## config.mk

```make
export PLATFORM = sky130hd
export DESIGN_NAME = mul4_dot_acc
export DESIGN_NICKNAME = d
export VERILOG_FILES = /design/src/rtl/mul4_dot_acc.sv
export SDC_FILE = /design/constraint.sdc
export NUM_CORES = 1
export LEC_CHECK = 0
export ABC_AREA = 1
export CORE_MARGIN = 2
export CORE_UTILIZATION = 45
export DETAILED_ROUTE_END_ITERATION = 10
export PLACE_DENSITY = 0.74
export SLEW_MARGIN = 25
export SYNTH_ARGS = -nofsm -noshare
export SYNTH_HDL_FRONTEND = slang
export SYNTH_SLANG_ARGS = --single-unit
```

## constraint.sdc

```tcl
create_clock -name clk -period 2.6 [get_ports clk]
set_input_delay 0.26 -clock clk [delete_from_list [all_inputs] [get_ports clk]]
set_output_delay 0.26 -clock clk [all_outputs]
set_load 0.03 [all_outputs]
```

## src/rtl/mul4_dot_acc.sv

```systemverilog
// Sequential dot-product stage: accumulates N unsigned 4x4 products per group
// and presents the wrapped sum plus a sticky carry flag over valid/ready.
module mul4_dot_acc #(
  parameter int unsigned N     = 4,
  parameter int unsigned ACC_W = 10
) (
  input  logic             clk,
  input  logic             rst_n,
  input  logic             in_valid,
  output logic             in_ready,
  input  logic [3:0]       x,
  input  logic [3:0]       y,
  output logic             out_valid,
  input  logic             out_ready,
  output logic [ACC_W-1:0] out_sum,
  output logic             out_ovf
);

  localparam int unsigned CNT_W  = $clog2(N) + 1;
  localparam int unsigned SUM_W  = ACC_W + 1;
  localparam int unsigned PROD_W = 8;

  typedef enum logic {
    S_ACC  = 1'b0,
    S_HOLD = 1'b1
  } state_t;

  state_t             r_state;
  state_t             w_state_nxt;
  logic [CNT_W-1:0]   r_cnt;
  logic [ACC_W-1:0]   r_acc;
  logic               r_ovf;
  logic               r_in_ready;
  logic               r_out_valid;

  logic [PROD_W-1:0]  w_prod;
  logic [ACC_W-1:0]   w_acc_base;
  logic [SUM_W-1:0]   w_sum;
  logic               w_in_fire;
  logic               w_out_fire;
  logic               w_last;
  logic               w_in_ready_d;
  logic               w_out_valid_d;

  // 4x4 unsigned multiplier; full 8-bit product, no truncation possible
  assign w_prod     = PROD_W'(x) * PROD_W'(y);

  assign w_in_fire  = in_valid & r_in_ready;
  assign w_out_fire = r_out_valid & out_ready;
  assign w_last     = (r_cnt == CNT_W'(N - 1));

  // First product of a group restarts the sum, so no explicit clear on drain
  assign w_acc_base = (r_cnt == '0) ? '0 : r_acc;
  assign w_sum      = SUM_W'(w_acc_base) + SUM_W'(w_prod);

  // State register
  always_ff @(posedge clk or negedge rst_n) begin
    if (!rst_n) begin
      r_state <= S_ACC;
    end else begin
      r_state <= w_state_nxt;
    end
  end

  // Next-state logic
  always_comb begin
    w_state_nxt = r_state;
    case (r_state)
      S_ACC:   if (w_in_fire && w_last) w_state_nxt = S_HOLD;
      S_HOLD:  if (w_out_fire)          w_state_nxt = S_ACC;
      default: w_state_nxt = S_ACC;
    endcase
  end

  // Output decode of the upcoming state; registered below
  always_comb begin
    w_in_ready_d  = 1'b0;
    w_out_valid_d = 1'b0;
    case (w_state_nxt)
      S_ACC:   w_in_ready_d  = 1'b1;
      S_HOLD:  w_out_valid_d = 1'b1;
      default: w_in_ready_d  = 1'b0;
    endcase
  end

  // Handshake flags held low through reset
  always_ff @(posedge clk or negedge rst_n) begin
    if (!rst_n) begin
      r_in_ready  <= 1'b0;
      r_out_valid <= 1'b0;
    end else begin
      r_in_ready  <= w_in_ready_d;
      r_out_valid <= w_out_valid_d;
    end
  end

  // Accumulator datapath
  always_ff @(posedge clk or negedge rst_n) begin
    if (!rst_n) begin
      r_cnt <= '0;
      r_acc <= '0;
      r_ovf <= 1'b0;
    end else if (w_in_fire) begin
      r_acc <= w_sum[ACC_W-1:0];
      r_ovf <= ((r_cnt == '0) ? 1'b0 : r_ovf) | w_sum[ACC_W];
      r_cnt <= w_last ? '0 : (r_cnt + CNT_W'(1));
    end
  end

  assign in_ready  = r_in_ready;
  assign out_valid = r_out_valid;
  assign out_sum   = r_acc;
  assign out_ovf   = r_ovf;

endmodule

```

==> results.toml <==
[global_routing]
grt_pass1_wl_um = 5637
grt_pass1_vias = 1354
grt_max_degree = 17
grt_overflow = 0
antenna_found_initial = 0
grt.total_usage_pct = 17.49

[routing]
viasPerCell = 4.466
dr_wl_met2_um = 1432
wl_met1_um = 1590
drc_errors = 0
first_pass_iters = 4
wirelength_um = 3166
wl_per_cell_um = 10.25
ant_nets = 0
drt_iter0_markers = 37
wl_met3_um = 86
top_layer = "met4"
vias = 1380

[clock_network]
clkSinkCount = 16
cts_root_buf = "clkbuf_4"
h-tree-depth = 1
clkTransAtPathRegs_ns = 0.10
ctsHoldBuffers = 0
clock_path_buffers = 2
clk_latency_ns = 0.30
cts_made_buffers = 3
cts_tree = "yes"

[placement]
dp_hpwl_um = 2458
portBuffers = 24
placed_cells = 301
place.gp.congestion = 0.8828

[synthesis]
ys_types = 23
synth.area.top_cells = "dfrtp_1, ha_1, nand2_1"
synth_enable_flop_cells = 0
yosysTopAreaCell = "dfrtp_1"
yosysSeqAreaShare_pct = 25.58
syn_area_sq_mm = 0.001565
ys.flop_type = "dfrtp_1"
async_reset_ff_share_pct = 100.0
synth.avg_cell_area_sq_um = 7.180
synth_warnings = 0
ys_ff_latch = 16
synth_cells = 218
synth_fp_nets = 259
synth_top_area_share_pct = 25.58

[die]
rows = 21
die_area_sq_mm = 0.003966
ioPinCount = 25
die_y_um = 62.98
fp.dieW_um = 62.98
floorplan.initialDensity_pct = 46.91
coreArea_sq_mm = 0.003337

[timing]
worst_pin_slew_ns = 0.7289
drv_slew = 0
finalCriticalPeriod_ns = 2.611
setup-violations-final = 1
max_freq_mhz = 382.9
setup_slack_ns = -0.01133
tns_ns = -0.01133
slew_headroom_pct = 51.25
finClkSkew_ns = 0.005898
rsz0062_at_grt = "true"
period_share_pct = 100.4
hold_violations = 0
hold_slack_ns = 0.3823

[outcome]
violations = "setup timing"
status = "finished with violations"

[worst_setup_path]
crit_path_start_kind = "input port"
path_class = "input port to flop"
crit_fanout = 4
worstPathArrival_ns = 2.80
crit_chain = "buf_8, nand2_4, fa_1, fa_2, fa_1, inv_2, ha_4, or2_4, nand3_2, nand2_2, nand2_1, nand2_1, nand2_1, nand2_1"
cp-end-kind = "flop"
critPathTopFamily = "adder cells"
cpPeakStageDelay_ns = 0.56
crit_required_ns = 2.79
path_buf_inv = 2
slowest_stage = "fa_1"
cp_common_cell = "nand2_1"

[finish]
fin_cells = 309
syn_to_final_growth_pct = 36.05
diodes = 0
fin_util_pct = 63.82
seqCellArea_sq_um = 400.4
final_common_cell = "nand2_1"
layout.nets = 305
layout-drive-gt1-share_pct = 23.95
multi_input_area_sq_mm = 0.001032
nFillCells = 307
mostFrequentLayoutCells = "nand2_1, inv_1, buf_4"

[min_path]
hold_path_class = "input port to async pin"

[power_and_ir_drop]
p_total_mw = 2.082
cellPowerDensity_mw_per_mm2 = 977.5
p_leak_nw = 1.221
peakVddDrop_uv = 639.2

[run]
drv_cap = 0
-- synthesized netlist by cell type, types with 3 or more instances --
library cell and number:
a21oi_1 5, dfrtp_1 16, fa_1 9, ha_1 20, inv_1 54, inv_2 3
nand2_1 63, nand3_1 10, nor2_1 10, o21ai_0 6, o21ai_1 7
-- timing repair --
action | in CTS | in global routing
buffers inserted | 0 | 4
setup endpoints to repair | 9 | 6
resized for setup | 38 | 22
pin swaps | 18 | 24
-- registers in the layout, indices dropped and copies added (netlist names) --
name	count
r_cnt	3
out_ovf	1
in_ready	1
out_sum	10
out_valid	1
-- power breakdown --
group,leakage [nW],total [mW],switching (mW),internal (mW)
Clock,0.0210,0.173,0.0870,0.0855
Sequential,0.203,0.408,0.0634,0.344
Combinational,0.997,1.50,0.822,0.680
-- per-layer routing --
| metal | up-vias | track usage (%) |
|---|---|---|
| met3 | 6 | 3.604 |
| met1 | 615 | 23.81 |
| met4 | 0 | 3.889 |
| met5 | - | 0 |
| li1 | 740 | - |
| met2 | 19 | 28.46 |
-- kinds of logic after synthesis --
| group | synth area share, % |
|---|---|
| simple gates | 25.66 |
| buf+inv | 14.55 |
| fa+ha+maj | 27.50 |
| compound gates | 6.715 |
| flops | 25.58 |
-- metrics by stage --
step | cell area [sq um] | worst slack (ns)
6_report | 2130 | -0.01133
5_1_grt | 2130 | -0.09570
4_1_cts | 2051 | 0.0005105
3_5_place_dp | 1994 | -0.8620
3_3_place_gp | 1994 | -0.8268
2_1_floorplan | 1594 | -0.1183
-- worst reg2reg max path: cells and delay by family (launching register included) --
family | cells | cell delay, ns
buffers and inverters | 3 | 0.31
adders and majority gates | 3 | 1.01
DFF | 1 | 0.39
and+or+nand+nor | 9 | 0.65
-- path summary, 6_finish.rpt --
path                       cells past startpoint                      to  slack, ns                   start
max                                           14     out_ovf$_DFFE_PN0P_      -0.01                    x[0]
min                                            1  out_sum[8]$_DFFE_PN0P_       0.38                   rst_n
max reg2reg                                   15  out_sum[9]$_DFFE_PN0P_       0.16    r_cnt[1]$_DFFE_PN0P_
min reg2reg                                    2  out_sum[7]$_DFFE_PN0P_       0.52  out_sum[7]$_DFFE_PN0P_
max in group asynchronous                      1     out_ovf$_DFFE_PN0P_       1.76                   rst_n
min in group clk                               7  out_sum[0]$_DFFE_PN0P_       0.51                    x[0]
-- final cells by class --
| type | count | area share [%] |
|---|---|---|
| clock buffer | 4 | 1.704 |
| inverter | 58 | 10.22 |
| multi-input combinational | 142 | 48.47 |
| sequential | 16 | 18.80 |
| tap | 46 | 2.703 |
| timing repair buffer | 43 | 18.10 |
Note: power is estimated with default switching activity, not from simulation.
==> edit 1: new RTL, same flow settings <==
`N`: 4 -> 8.
--- a/src/rtl/mul4_dot_acc.sv
+++ b/src/rtl/mul4_dot_acc.sv
@@ -1,7 +1,7 @@
 // Sequential dot-product stage: accumulates N unsigned 4x4 products per group
 // and presents the wrapped sum plus a sticky carry flag over valid/ready.
 module mul4_dot_acc #(
-  parameter int unsigned N     = 4,
+  parameter int unsigned N     = 8,
   parameter int unsigned ACC_W = 10
 ) (
   input  logic             clk,
Check against the original RTL: not equivalent (a bounded check fails within 10 cycles, from zero or initial values and one cycle with rst_n low).
==> edit 1 against the original RTL <==
  * Power grew 22%
  * Cell count grew 0.97%
  * Global-route usage shrank 0.20 points
  * Area after synthesis grew 3.1%
  * Critical path depth is the same
  * Via count grew 6.1%
  * Sequential power grew 15%
  * Cell area grew 5.9%
  * Sequential cell count grew 1
  * Worst setup slack gained 0.050 ns
  * Wire length grew 10%
  * Largest power group unchanged
  * Highest routed layer unchanged
==> edit 1: results (changes against the original RTL) <==
metric	value	unit	change
status	finished, final reports clean		was finished, violations left
finClkSkew	0.00194	ns	was 0.00590 ns
reg2reg_slack	0.20	ns	was 0.16 ns
drive_gt1_frac	0.244		was 0.240
post-dp-hpwl	2.56	mm	was 2.46 mm
cp-endpoint	out_sum[8]		was out_ovf
grt_max_degree	18		was 17
vias_per_cell	4.69		was 4.47
place_congestion	0.787		was 0.883
placed_area	2060	um2	was 1990 um2
power_leakage	1.24	nW	was 1.22 nW
netlist_top_cells_count	nand2_1, inv_1, ha_1, dfrtp_1		unchanged
path_max_fanout	5		was 4
grt_pass1_vias	1319		was 1,354
drt_iter0_drc	47		was 37
via_count	1464		was 1,380
tightestPinTransition	0.772	ns	was 0.729 ns
reg2reg_from	r_cnt[0]		was r_cnt[1]
rr_worst_depth	14		was 15
nets	308		was 305
setup.worst_path.start	y[2]		was x[0]
ys_seq_area_frac	0.264		was 0.256
avgRoutedWirePerCell	11.2	um	was 10.2 um
synth_cells	222		was 218
peakVddDrop	0.538	mV	was 0.639 mV
grt_pass1_wl	5.54	mm	was 5.64 mm
synth_cell_types	20		was 23
arrival	2.76	ns	was 2.80 ns
syn-num-nets	263		was 259
==> edit 1: changes by cell type after synthesis, sizes merged, moves of 2 or more <==
cell / unedited run / this run
a21oi: 5 / 3
inv: 57 / 59
nand2: 66 / 68
nand3: 11 / 13
nand4: 0 / 3
or2: 2 / 0
xnor2: 0 / 2
==> edit 1: cells by family (layout without fill, tap and decap cells) <==
| family | after synthesis | count (layout) | share of synthesized area |
|---|---|---|---|
| AND/OR/NAND/NOR | 97 | 98 | 0.259 |
| adder cells (fa/ha/maj) | 29 | 29 | 0.267 |
| AO/OA/AOI/OAI | 15 | 15 | 0.0512 |
| XOR/XNOR | 3 | 3 | 0.0163 |
| flip-flops | 17 | 17 | 0.264 |
| buffers and inverters | 61 | 104 | 0.143 |
==> edit 1: through the flow <==
| stage | util | worst slack (ns) | hold WS, ns | power (mW) | TNS [ns] |
|---|---|---|---|---|---|
| after global routing | 0.665 | -0.0656 | 0.475 | 2.79 | -0.219 |
| after CTS | 0.617 | 0.0445 | 0.421 | 2.31 | 0 |
| after detailed placement | 0.606 | -0.801 | 0.492 | 2.05 | -6.41 |
| final | 0.665 | 0.0391 | 0.407 | 2.55 | 0 |
| after global placement | 0.606 | -0.802 | 0.487 | 2.03 | -6.26 |
| after floorplan | - | -0.0485 | -0.0356 | 1.52 | -0.151 |
==> edit 1: layout make-up <==
class                      count  area, um2
sequential                    17        425
timing repair buffer          41        375
inverter                      59        221
multi-input combinational    145       1150
fill                         270       1130
clock buffer                   4       26.3
tap                           46       57.6
==> edit 1: worst min path at each step <==
stage | cells after the start | startpoint | end | slack (ns)
CTS | 1 | rst_n | r_cnt[2] | 0.42
finish | 1 | rst_n | out_valid | 0.41
global placement | 1 | out_valid | out_valid | 0.49
detailed placement | 2 | out_sum[6] | out_sum[6] | 0.49
floorplan | 0 | rst_n | in_ready | -0.04
global route | 1 | rst_n | r_cnt[2] | 0.48
==> edit 1: what timing repair did <==
item | CTS | global route
pin swaps | 13 | 20
resized for setup | 33 | 38
cloned | 0 | 1
hold buffers | 0 | 0
setup buffers | 1 | 1
setup endpoints to repair | 9 | 6
==> edit 1: power by group <==
part | internal (mW) | switching, mW | leakage (nW)
logic | 0.883 | 1.05 | 1.01
clock network | 0.0598 | 0.0851 | 0.0150
registers | 0.384 | 0.0861 | 0.209
==> edit 1: critical path: cells and delay by family <==
family,cells,cell delay [ns]
adders and majority gates,4,1.83
and+or+nand+nor,8,0.50
buffers and inverters,2,0.16
==> edit 1: metal layers <==
metal  global-route usage  up-vias  wire (um)
li1                     -      757          -
met1                0.229      680       1530
met2                0.281       22       1790
met3               0.0405        5        134
met4               0.0489        0         38
met5                    0        -          0
==> edit 2: new RTL, same settings <==
Without the edit above. Reset style: synchronous (`rst_n`), changed in 3 clocked blocks.
--- a/src/rtl/mul4_dot_acc.sv
+++ b/src/rtl/mul4_dot_acc.sv
@@ -54,7 +54,7 @@
   assign w_sum      = SUM_W'(w_acc_base) + SUM_W'(w_prod);
 
   // State register
-  always_ff @(posedge clk or negedge rst_n) begin
+  always_ff @(posedge clk) begin
     if (!rst_n) begin
       r_state <= S_ACC;
     end else begin
@@ -84,7 +84,7 @@
   end
 
   // Handshake flags held low through reset
-  always_ff @(posedge clk or negedge rst_n) begin
+  always_ff @(posedge clk) begin
     if (!rst_n) begin
       r_in_ready  <= 1'b0;
       r_out_valid <= 1'b0;
@@ -95,7 +95,7 @@
   end
 
   // Accumulator datapath
-  always_ff @(posedge clk or negedge rst_n) begin
+  always_ff @(posedge clk) begin
     if (!rst_n) begin
       r_cnt <= '0;
       r_acc <= '0;
Formal check against the unedited RTL: differs if rst_n is asserted again (counterexample within 4 cycles, from zero or initial values and one cycle with rst_n low); with rst_n held inactive, the same outputs for 10 cycles.
==> edit 2 against the original RTL <==
  * Critical path depth stayed put
  * Sequential cell count did not move
  * Utilization grew 1.9 points
  * First-iteration DRC count is 16% lower
  * Wire length grew 10%
  * Area after synthesis decreased by 0.64%
  * Maximum frequency up 3.3%
  * Cell area increased by 3.1%
  * Worst setup slack gained 0.084 ns
  * Sequential share of layout area decreased by 4.1 points
Power is not compared: it rests on default switching activity, and its combinational part moved more than twofold at a synthesized area within 25%.
==> edit 2: results (changes against the original RTL) <==
metric	value	unit	change
status	finished, final reports clean		was finished, violations left
hold_slack	0.484	ns	was 0.382 ns
ys_top_cells_by_area	dfxtp_1, ha_1, inv_1		was dfrtp_1, ha_1, nand2_1
finClkSkew	0.000575	ns	was 0.00590 ns
fillCellCount	315		was 307
place_congestion	0.873		was 0.883
post-place-ws	-0.776	ns	was -0.862 ns
diodes	0		unchanged
syn_area_per_cell	6.88	um2	was 7.18 um2
synth_xor_area_frac	0.0169		was 0
use_met3	0.0162		was 0.0360
met1_usage	0.254		was 0.238
vias_per_cell	4.56		was 4.47
drt_iter0_drc	31		was 37
nets	318		was 305
avgRoutedWirePerCell	10.8	um	was 10.2 um
rr_worst_depth	18		was 15
seqCellArea	322	um2	was 400 um2
use_met2	0.349		was 0.285
tightestPinTransition	0.312	ns	was 0.729 ns
via_count	1468		was 1,380
ys_seq_area_frac	0.206		was 0.256
met1_length	1.64	mm	was 1.59 mm
cp-endpoint	out_sum[9]		was out_ovf
synth_cell_types	28		was 23
netlist_top_cells_count	inv_1, nand2_1, ha_1, nor2_1, dfxtp_1		was nand2_1, inv_1, ha_1, dfrtp_1
synth-compound-area-share	0.101		was 0.0671
grt_pass1_wl	6.24	mm	was 5.64 mm
placed_area	2040	um2	was 1990 um2
hold_path.class	reg -> reg		was in -> async
reg2reg_slack	0.16	ns	about the same
grt_max_degree	16		was 17
drive_gt1_frac	0.304		was 0.240
post-dp-hpwl	2.71	mm	was 2.46 mm
wl_met2	1.72	mm	was 1.43 mm
synth-adder-area-share	0.277		was 0.275
setup.worst_path.start	x[2]		was x[0]
ys.flop_type	dfxtp_1		was dfrtp_1
setup_slack	0.0724	ns	was -0.0113 ns
==> edit 2: what timing repair did <==
action                                  4_1_cts  5_1_grt
resized for setup                            37       34
buffers inserted                              0        3
pin swaps                                    12       25
hold buffers                                  0        0
endpoints found under the setup margin        8        7
gates cloned                                  0        0
==> edit 2: power by group through the flow <==
stage          logic [mW]  registers, mW  clock network, mW
3_3_place_gp        0.376          0.275                  0
5_1_grt             0.484          0.272              0.183
6_report            0.431          0.270              0.170
3_5_place_dp        0.381          0.275                  0
4_1_cts             0.398          0.270              0.172
2_1_floorplan       0.223          0.297                  0
==> edit 2: final cells by class <==
cell class                      count  share of cell area
Inverter                           64               0.111
Timing Repair Buffer               48               0.192
Sequential cell                    16               0.147
Clock buffer                        4              0.0165
Tap cell                           46              0.0262
Multi-Input combinational cell    144               0.508
